===== src/rtl/stat_engine.sv =====
// Pet-stat engine: synced/debounced care buttons, prescaled decay, action FSM with cooldown.
// Raw press to APPLY is 3 + DEBOUNCE_CYCLES cycles; presses arriving while busy are dropped, never queued.
module stat_engine #(
    parameter logic [23:0] MAX_COUNT       = 24'd10_000_000,
    parameter logic [3:0]  DECAY_TICKS     = 4'd4,
    parameter logic [15:0] DEBOUNCE_CYCLES = 16'd50_000,
    parameter logic [3:0]  COOLDOWN_TICKS  = 4'd2
) (
    input  logic       clk_i,
    input  logic       reset_i,
    input  logic [7:0] buttons_i,
    input  logic [3:0] rand_in_i,
    output logic [3:0] hunger_o,
    output logic [3:0] happiness_o,
    output logic [3:0] health_o,
    output logic [3:0] hygiene_o,
    output logic [3:0] energy_o,
    output logic [3:0] social_o,
    output logic       tick_o,
    output logic       busy_o,
    output logic [2:0] last_action_o
);

    typedef enum logic [1:0] {S_IDLE, S_APPLY, S_COOLDOWN} state_t;

    typedef struct packed {
        logic [3:0] hunger;
        logic [3:0] happiness;
        logic [3:0] health;
        logic [3:0] hygiene;
        logic [3:0] energy;
        logic [3:0] social;
    } stats_t;

    localparam logic [2:0] A_FEED  = 3'd1;
    localparam logic [2:0] A_PLAY  = 3'd2;
    localparam logic [2:0] A_CLEAN = 3'd3;
    localparam logic [2:0] A_SLEEP = 3'd4;
    localparam logic [2:0] A_MED   = 3'd5;
    localparam logic [2:0] A_PET   = 3'd6;

    function automatic logic [3:0] sat_add(input logic [3:0] v, input logic [3:0] n);
        logic [4:0] s;
        s = {1'b0, v} + {1'b0, n};
        return s[4] ? 4'hF : s[3:0];
    endfunction

    // Borrow out of the 5-bit difference lands in bit 4, which means "went below zero".
    function automatic logic [3:0] sat_sub(input logic [3:0] v, input logic [3:0] n);
        logic [4:0] s;
        s = {1'b0, v} - {1'b0, n};
        return s[4] ? 4'h0 : s[3:0];
    endfunction

    logic [5:0]        sync1_q, sync2_q;
    logic [5:0][15:0]  deb_q, deb_d;
    logic [5:0]        level, level_q, req;
    logic [2:0]        req_code;
    logic [23:0]       presc_q, presc_d;
    logic [3:0]        dec_cnt_q, dec_cnt_d;
    logic [3:0]        cd_q, cd_d;
    logic [2:0]        last_action_q, last_action_d;
    state_t            state_q, state_d;
    stats_t            st_q, st_d, dec_s;
    logic              tick, decay_step;
    logic              unused_bits;

    assign unused_bits = ^buttons_i[7:6];

    always_comb begin
        deb_d    = deb_q;
        req_code = 3'd0;
        for (int i = 0; i < 6; i++) begin
            if (!sync2_q[i])
                deb_d[i] = 16'd0;
            else if (deb_q[i] != DEBOUNCE_CYCLES)
                deb_d[i] = deb_q[i] + 16'd1;
        end
        // Scan downwards so the lowest simultaneous request wins.
        for (int i = 5; i >= 0; i--) begin
            if (req[i])
                req_code = 3'(i + 1);
        end
    end

    always_comb begin
        for (int i = 0; i < 6; i++)
            level[i] = (deb_q[i] == DEBOUNCE_CYCLES);
    end

    assign req        = level & ~level_q;
    assign tick       = (presc_q == MAX_COUNT - 24'd1);
    assign decay_step = tick && (dec_cnt_q == DECAY_TICKS - 4'd1);

    always_comb begin
        presc_d   = tick ? 24'd0 : presc_q + 24'd1;
        dec_cnt_d = dec_cnt_q;
        if (tick)
            dec_cnt_d = decay_step ? 4'd0 : dec_cnt_q + 4'd1;
    end

    always_comb begin
        state_d       = state_q;
        cd_d          = cd_q;
        last_action_d = last_action_q;
        case (state_q)
            S_IDLE: begin
                if (req_code != 3'd0) begin
                    state_d       = S_APPLY;
                    last_action_d = req_code;
                end
            end
            S_APPLY: begin
                state_d = S_COOLDOWN;
                cd_d    = 4'd0;
            end
            S_COOLDOWN: begin
                if (cd_q == COOLDOWN_TICKS)
                    state_d = S_IDLE;
                else if (tick)
                    cd_d = cd_q + 4'd1;
            end
            default: state_d = S_IDLE;
        endcase
    end

    // Decay is evaluated first on the current stats; the action then works on the decayed values.
    always_comb begin
        dec_s = st_q;
        if (decay_step) begin
            dec_s.hunger  = sat_sub(st_q.hunger, 4'd1);
            dec_s.hygiene = sat_sub(st_q.hygiene, 4'd1);
            dec_s.energy  = sat_sub(st_q.energy, 4'd1);
            dec_s.social  = sat_sub(st_q.social, 4'd1);
            if (rand_in_i[0])
                dec_s.happiness = sat_sub(st_q.happiness, 4'd1);
            if (st_q.hunger == 4'd0 || st_q.hygiene == 4'd0 || rand_in_i == 4'hF)
                dec_s.health = sat_sub(st_q.health, 4'd1);
        end
        st_d = dec_s;
        if (state_q == S_APPLY) begin
            case (last_action_q)
                A_FEED: begin
                    st_d.hunger  = sat_add(dec_s.hunger, 4'd4);
                    st_d.hygiene = sat_sub(dec_s.hygiene, 4'd1);
                end
                A_PLAY: begin
                    st_d.happiness = sat_add(dec_s.happiness, 4'd3);
                    st_d.energy    = sat_sub(dec_s.energy, 4'd2);
                    st_d.social    = sat_add(dec_s.social, 4'd1);
                end
                A_CLEAN: st_d.hygiene = 4'hF;
                A_SLEEP: begin
                    st_d.energy = sat_add(dec_s.energy, 4'd5);
                    st_d.hunger = sat_sub(dec_s.hunger, 4'd1);
                end
                A_MED: begin
                    st_d.health    = sat_add(dec_s.health, 4'd4);
                    st_d.happiness = sat_sub(dec_s.happiness, 4'd1);
                end
                A_PET: begin
                    st_d.social    = sat_add(dec_s.social, 4'd3);
                    st_d.happiness = sat_add(dec_s.happiness, 4'd1);
                end
                default: ;
            endcase
        end
    end

    always_ff @(posedge clk_i) begin
        if (reset_i) begin
            sync1_q       <= '0;
            sync2_q       <= '0;
            deb_q         <= '0;
            level_q       <= '0;
            presc_q       <= '0;
            dec_cnt_q     <= '0;
            cd_q          <= '0;
            last_action_q <= '0;
            state_q       <= S_IDLE;
            st_q          <= '{4'd12, 4'd12, 4'd12, 4'd12, 4'd12, 4'd12};
        end else begin
            sync1_q       <= buttons_i[5:0];
            sync2_q       <= sync1_q;
            deb_q         <= deb_d;
            level_q       <= level;
            presc_q       <= presc_d;
            dec_cnt_q     <= dec_cnt_d;
            cd_q          <= cd_d;
            last_action_q <= last_action_d;
            state_q       <= state_d;
            st_q          <= st_d;
        end
    end

    assign hunger_o      = st_q.hunger;
    assign happiness_o   = st_q.happiness;
    assign health_o      = st_q.health;
    assign hygiene_o     = st_q.hygiene;
    assign energy_o      = st_q.energy;
    assign social_o      = st_q.social;
    assign tick_o        = tick;
    assign busy_o        = (state_q != S_IDLE);
    assign last_action_o = last_action_q;

endmodule


===== config.mk =====
export PLATFORM = sky130hd
export DESIGN_NAME = stat_engine
export DESIGN_NICKNAME = d
export VERILOG_FILES = /design/src/rtl/stat_engine.sv
export SDC_FILE = /design/constraint.sdc
export NUM_CORES = 1
export LEC_CHECK = 0
export BUFFER_PORTS_ARGS = -buffer_cell sky130_fd_sc_hd__buf_2
export CAP_MARGIN = 20
export CORE_MARGIN = 5
export CORE_UTILIZATION = 55
export CTS_BUF_LIST = sky130_fd_sc_hd__clkbuf_4 sky130_fd_sc_hd__clkbuf_8
export DETAILED_ROUTE_END_ITERATION = 7
export MAX_ROUTING_LAYER = met4
export PLACE_DENSITY = 0.75
export SETUP_SLACK_MARGIN = 0.1
export SLEW_MARGIN = 0
export SYNTH_ARGS = -nofsm -noshare
export SYNTH_HDL_FRONTEND = slang
export SYNTH_SLANG_ARGS = --single-unit

===== constraint.sdc =====
create_clock -name clk_i -period 2.65 [get_ports clk_i]
set_input_delay 0.1325 -clock clk_i [delete_from_list [all_inputs] [get_ports clk_i]]
set_output_delay 0.1325 -clock clk_i [all_outputs]
set_load 0.1 [all_outputs]

* Word-level counts from Yosys, hierarchy flattened *
Cells that the tools add are included.

word-level totals
  register bits after elaboration = 175
  bits of input ports = 14
  output and inout bits = 29
  logic and storage cells = 141

cells by class
  add/sub/neg operators = 26
  eq/ne operators = 28
  multiplexer cells = 40
  bitwise operators = 8
  reductions and logical operators = 19

operators with widths
  operator                                          count
  adder 16 x 1 -> 16 bit, second input constant     6
  == test 16 bit, second input constant             6
  inequality test 16 bit, second input constant     6
  2-to-1 mux 4 bit                                  23
  2-to-1 mux 24 bit                                 2
  subtractor 4 x 1 -> 5 bit, second input constant  9
  one-hot mux 4 bit (2 select lines)                5
  adder 24 x 1 -> 24 bit, second input constant     1
  == test 24 bit, second input constant             1
  2-to-1 mux 3 bit                                  6
  adder 4 x 3 -> 5 bit, second input constant       3
  OR reduction 2 bit                                7
  one-hot mux 4 bit (3 select lines)                1
  adder 4 x 1 -> 5 bit, second input constant       2
  adder 4 x 2 -> 5 bit, second input constant       2
  == test 3 bit, second input constant              3
  adder 4 x 1 -> 4 bit, second input constant       2
  == test 4 x 2 -> 1 bit, second input constant     2
  logical NOT 4 bit                                 2
  inequality test 2 bit, second input constant      4
  AND 6 bit                                         1
  == test 3 x 2 -> 1 bit, second input constant     2
  inverter 1 bit                                    6
  inverter 6 bit                                    1
  other kinds (14)                                  18

* Logic depth before layout (Yosys ltp) *
  depth in word-level cells = 11
  mapped depth = 14
  mapped depth without buffers = 14

* Worst setup path after synthesis *
No wires, ideal clock.

  path type = reg-to-reg
  start = register presc_q[0]
  end = register presc_q[13]
  setup time = 0.128 ns
  arrival time = 3.210 ns
  required time = 2.522 ns
  path slack = -0.688 ns
  stages on the path, launching flop included = 10
  buffers on the path = 3
  clock period less this slack = 3.338 ns
  cells stage by stage = dfxtp_1 ha_1 and4_1 nand4_1 clkbuf_1 nor2_1 or2_2 clkbuf_1 clkbuf_1 nor2_1

on the way
  word-level cells in the longest chain between the ends = 2
  elaborated cells between the ends (all ways) = 3
  those cells by class = add/sub (1); eq/ne (1); reduce/logical (1)

ends and longest elaborated chain
  element                       RTL line  text
  start: declaration            59        logic [23:0] presc_q, presc_d;
  start signal: assignment      187       presc_q <= presc_d;
  == test 24 bit                92        assign tick = (presc_q == MAX_COUNT - 24'd1);
  via tick_o                    19        output logic tick_o,
  OR reduction 2 bit (no line)  --

The timed path passes the listed nets, and every way through them passes these cells.
A chain may end at the register's enable or synchronous reset.

* Final worst setup path *
  start = register presc_q[17]
  end = register st_q (netlist bit happiness_o[3])

on the way
  word-level cells in the longest chain between the ends = 7
  elaborated cells between the ends (all ways) = 11
  those cells by class = add/sub (3); eq/ne (1); mux (6); reduce/logical (1)

ends and longest elaborated chain
  element                                       RTL line  text
  == test 24 bit (*)                            92
  logical AND 1 bit (*)                         93        assign decay_step = tick && (dec_cnt_q == DECAY_TICKS - 4'd1);
  2-to-1 mux 24 bit (*)                         130       if (decay_step) begin
  adder 4 x 1 -> 5 bit (tied with other cells)  44        s = {1'b0, v} + {1'b0, n};
  2-to-1 mux 4 bit (on tied branches)           45, 52
  one-hot mux 4 bit (3 select lines)            142       case (last_action_q)
  2-to-1 mux 24 bit (*)                         141       if (state_q == S_APPLY) begin
  end signal: assignment                        181       st_q <= '{4'd12, 4'd12, 4'd12, 4'd12, 4'd12, 4'd12};
  end signal: assignment                        192       st_q <= st_d;
  end: declaration                              64        stats_t st_q, st_d, dec_s;

Mark *: on every way between the ends. The rest lies on a longest branch, timed or not.

==> impl_metrics.ini <==
[run_status]
status = complete, but fails checks
failed_checks = setup timing

[global_route]
grt.total_usage_pct = 21.91
grt_pass1_vias = 7548
grt_pass1_wl_um = 33510
antenna_found_initial = 0
grt_max_degree = 40
overflow = 0

[yosys]
async_reset_ff_share_pct = 0
syn_area_sq_um = 8987
yosys_warnings = 0
ys_top_cells_by_count = dfxtp_1, nor2_1, nand2_1, xor2_1, a21oi_1
synth_top_flop_cell = dfxtp_1
synth_area_leaders = dfxtp_1, nor2_1, xor2_1, ha_1, a21oi_1
synth.avg_cell_area_sq_um = 8.322
synth.most_common_cell = dfxtp_1
syn_inst = 1080
yosys.area.top_type = dfxtp_1
synth_top_area_share_pct = 38.98
synth-edff-count = 0
synth_seq_area_share_pct = 38.98
synth_nets = 1127
synth-seq-cells = 175
synth_cell_types = 71

[cts]
cts_tree = yes
numClockSinks = 175
ctsHtreeMaxLevel = 4
clk_pin_slew_worst_paths_ns = 0.09
clock_path_buffers = 2
cts_root_buf = clkbuf_8
clkLatencyLatePin_ns = 0.45
numCtsBuffers = 17

[power]
power.internal_mw = 3.564
power_mw = 4.598
power_density_nw_per_um2 = 412.2
combPwrFrac_pct = 2.5
sequentialPowerShare_pct = 57.7
sw_frac_of_total_pct = 22.49
p_leak_nw = 3.938
pwr-share-clk_pct = 39.8
vdd_drop_max_mv = 0.3489
power.switching_mw = 1.034

[placed_design]
place.gp.congestion = 0.8799
dpl_cell_area_sq_um = 10040
place_hpwl_um = 13830
portBuffers = 40

[worst_setup_path]
cp_max_fo = 5
r2r-end = happiness_o[3]
r2r_slack_ns = -0.17
startpoint = presc_q[17]
worstSetupEndpoint = happiness_o[3]
crit_arrival_ns = 3.15
crit_required_ns = 2.98
worstRegToRegCells = 9
path_class = reg2reg
worstSetupStartpointType = flip-flop
r2r_start = presc_q[17]
end_kind = flip-flop

[job]
cap_violations = 0

[route]
drt-total-wl_um = 20490
wire_per_inst_um = 14.22
drc = 0
via_per_inst = 5.574
dr_total_vias = 8032
route.antenna.remaining_nets = 0
dr.pass1.iters = 5
drt_iter0_markers = 483

[sta]
min_period_ns = 2.820
final_hold_viol_count = 0
layout_setup_ws_ns = -0.1698
max_clock_freq_mhz = 354.6
min_period_over_period_pct = 106.4
slew_viol_final = 0
finalClockSkew_ns = 0.01597
worstMarginPinSlew_ns = 0.7425
setup_tns_ns = -0.3275
finalSetupViolations = 5
relSlewSlack_pct = 50.50
grt_setup_unrepaired = true

[final_layout]
drive_above_1_share_pct = 23.51
synthToLayoutAreaGrowth_pct = 24.13
nets = 1259
design_area_sq_um = 11160
fillers = 1273
diodes = 0

[worst_hold_path]
hold_class = in2reg

[floorplan]
row_count = 46
io_pins = 43
die_y_um = 137.8
core_sq_um = 15940
die_x_um = 137.8
dieArea_sq_um = 19000
initial_utilization_pct = 56.37
[cells by family after synthesis]
group | after synthesis | synth area share [%]
AOI/OAI and AO/OA | 162 | 11.05
adders and majority gates | 33 | 4.594
buffers and inverters | 71 | 2.993
muxes | 28 | 3.480
and+or+nand+nor | 522 | 30.22
DFF | 175 | 38.98
xor gates and xnor gates | 89 | 8.673
[power groups by stage]
stage / Combinational (mW) / Sequential [mW] / Clock [mW]
3_5_place_dp: 0.0964 / 2.71 / 0
4_1_cts: 0.107 / 2.65 / 1.88
5_1_grt: 0.129 / 2.65 / 1.99
6_report: 0.116 / 2.65 / 1.83
2_1_floorplan: 0.0598 / 2.72 / 0
3_3_place_gp: 0.0941 / 2.71 / 0
[per-layer routing]
| metal | GRT usage, % | share of wire [%] | up-vias |
|---|---|---|---|
| li1 | - | - | 4062 |
| met1 | 26.66 | 45 | 3787 |
| met3 | 4.383 | 3.6 | 39 |
| met2 | 36.96 | 49 | 144 |
| met4 | 6.312 | 2.5 | 0 |
| met5 | - | 0 | - |
[cells in the final DEF, fill, tap and decap left out, types with 33 or more instances in the layout]
cell type	netlist	routed
o21ai_0	41	34
xor2_1	69	69
nand3_1	63	56
a21oi_1	66	62
inv_1	39	38
nand2_1	79	77
nor2_1	170	167
buf_4	0	85
buf_2	2	40
or3_1	33	33
dfxtp_1	175	152
[worst max-delay path: stages (launching register included)]
cell and delay [ns]:
dfxtp_2 0.35, or4b_4 0.55, nor3_4 0.18, nand4_4 0.20, buf_4 0.20, a21oi_4 0.17
inv_1 0.07, ha_2 0.20, or4_1 0.54, a41o_1 0.25
[stage by stage]
stage,worst slack (ns),instances,util (%),hold WS (ns)
6_report,-0.1698,1441,69.97,0.2426
5_1_grt,-0.2170,1441,69.97,0.2479
4_1_cts,-0.02546,1429,67.45,0.2274
3_5_place_dp,-0.03269,1372,63.00,0.3447
3_3_place_gp,-0.02084,1372,63.00,0.3422
2_1_floorplan,-0.009682,1080,-,0.2607
[registers in the layout, summed over array words and instances (netlist names), 6 cells and up]
signal and cells:
sync1_q 6, presc_q 24, level_q 6, sync2_q 6, deb_q 96
[worst min-delay path by stage]
| stage | startpoint | endpoint | cells after the start | slack (ns) |
|---|---|---|---|---|
| 5_1_grt | reset_i | level_q[4] | 2 | 0.25 |
| 3_5_place_dp | buttons_i[5] | sync1_q[5] | 2 | 0.34 |
| 4_1_cts | reset_i | level_q[4] | 2 | 0.23 |
| 6_report | reset_i | level_q[4] | 2 | 0.24 |
| 2_1_floorplan | buttons_i[0] | sync1_q[0] | 1 | 0.26 |
| 3_3_place_gp | buttons_i[4] | sync1_q[4] | 2 | 0.34 |
[cell type report]
cell class / count / area, sq um / share of cell area (%)
multi-input combinational: 834 / 5752 / 51.56
clock buffer: 19 / 255.2 / 2.288
clock inverter: 13 / 137.6 / 1.234
inverter: 40 / 150.1 / 1.346
tap: 216 / 270.3 / 2.423
timing repair buffer: 144 / 1054 / 9.444
sequential: 175 / 3537 / 31.71
[what timing repair did]
action,4_1_cts,5_1_grt
resized for setup,28,57
buffers inserted,19,12
hold endpoints to repair,6,0
endpoints found under the setup margin,13,25
pin swaps,21,22
hold buffers,6,0
(Power assumes the default switching activity.)
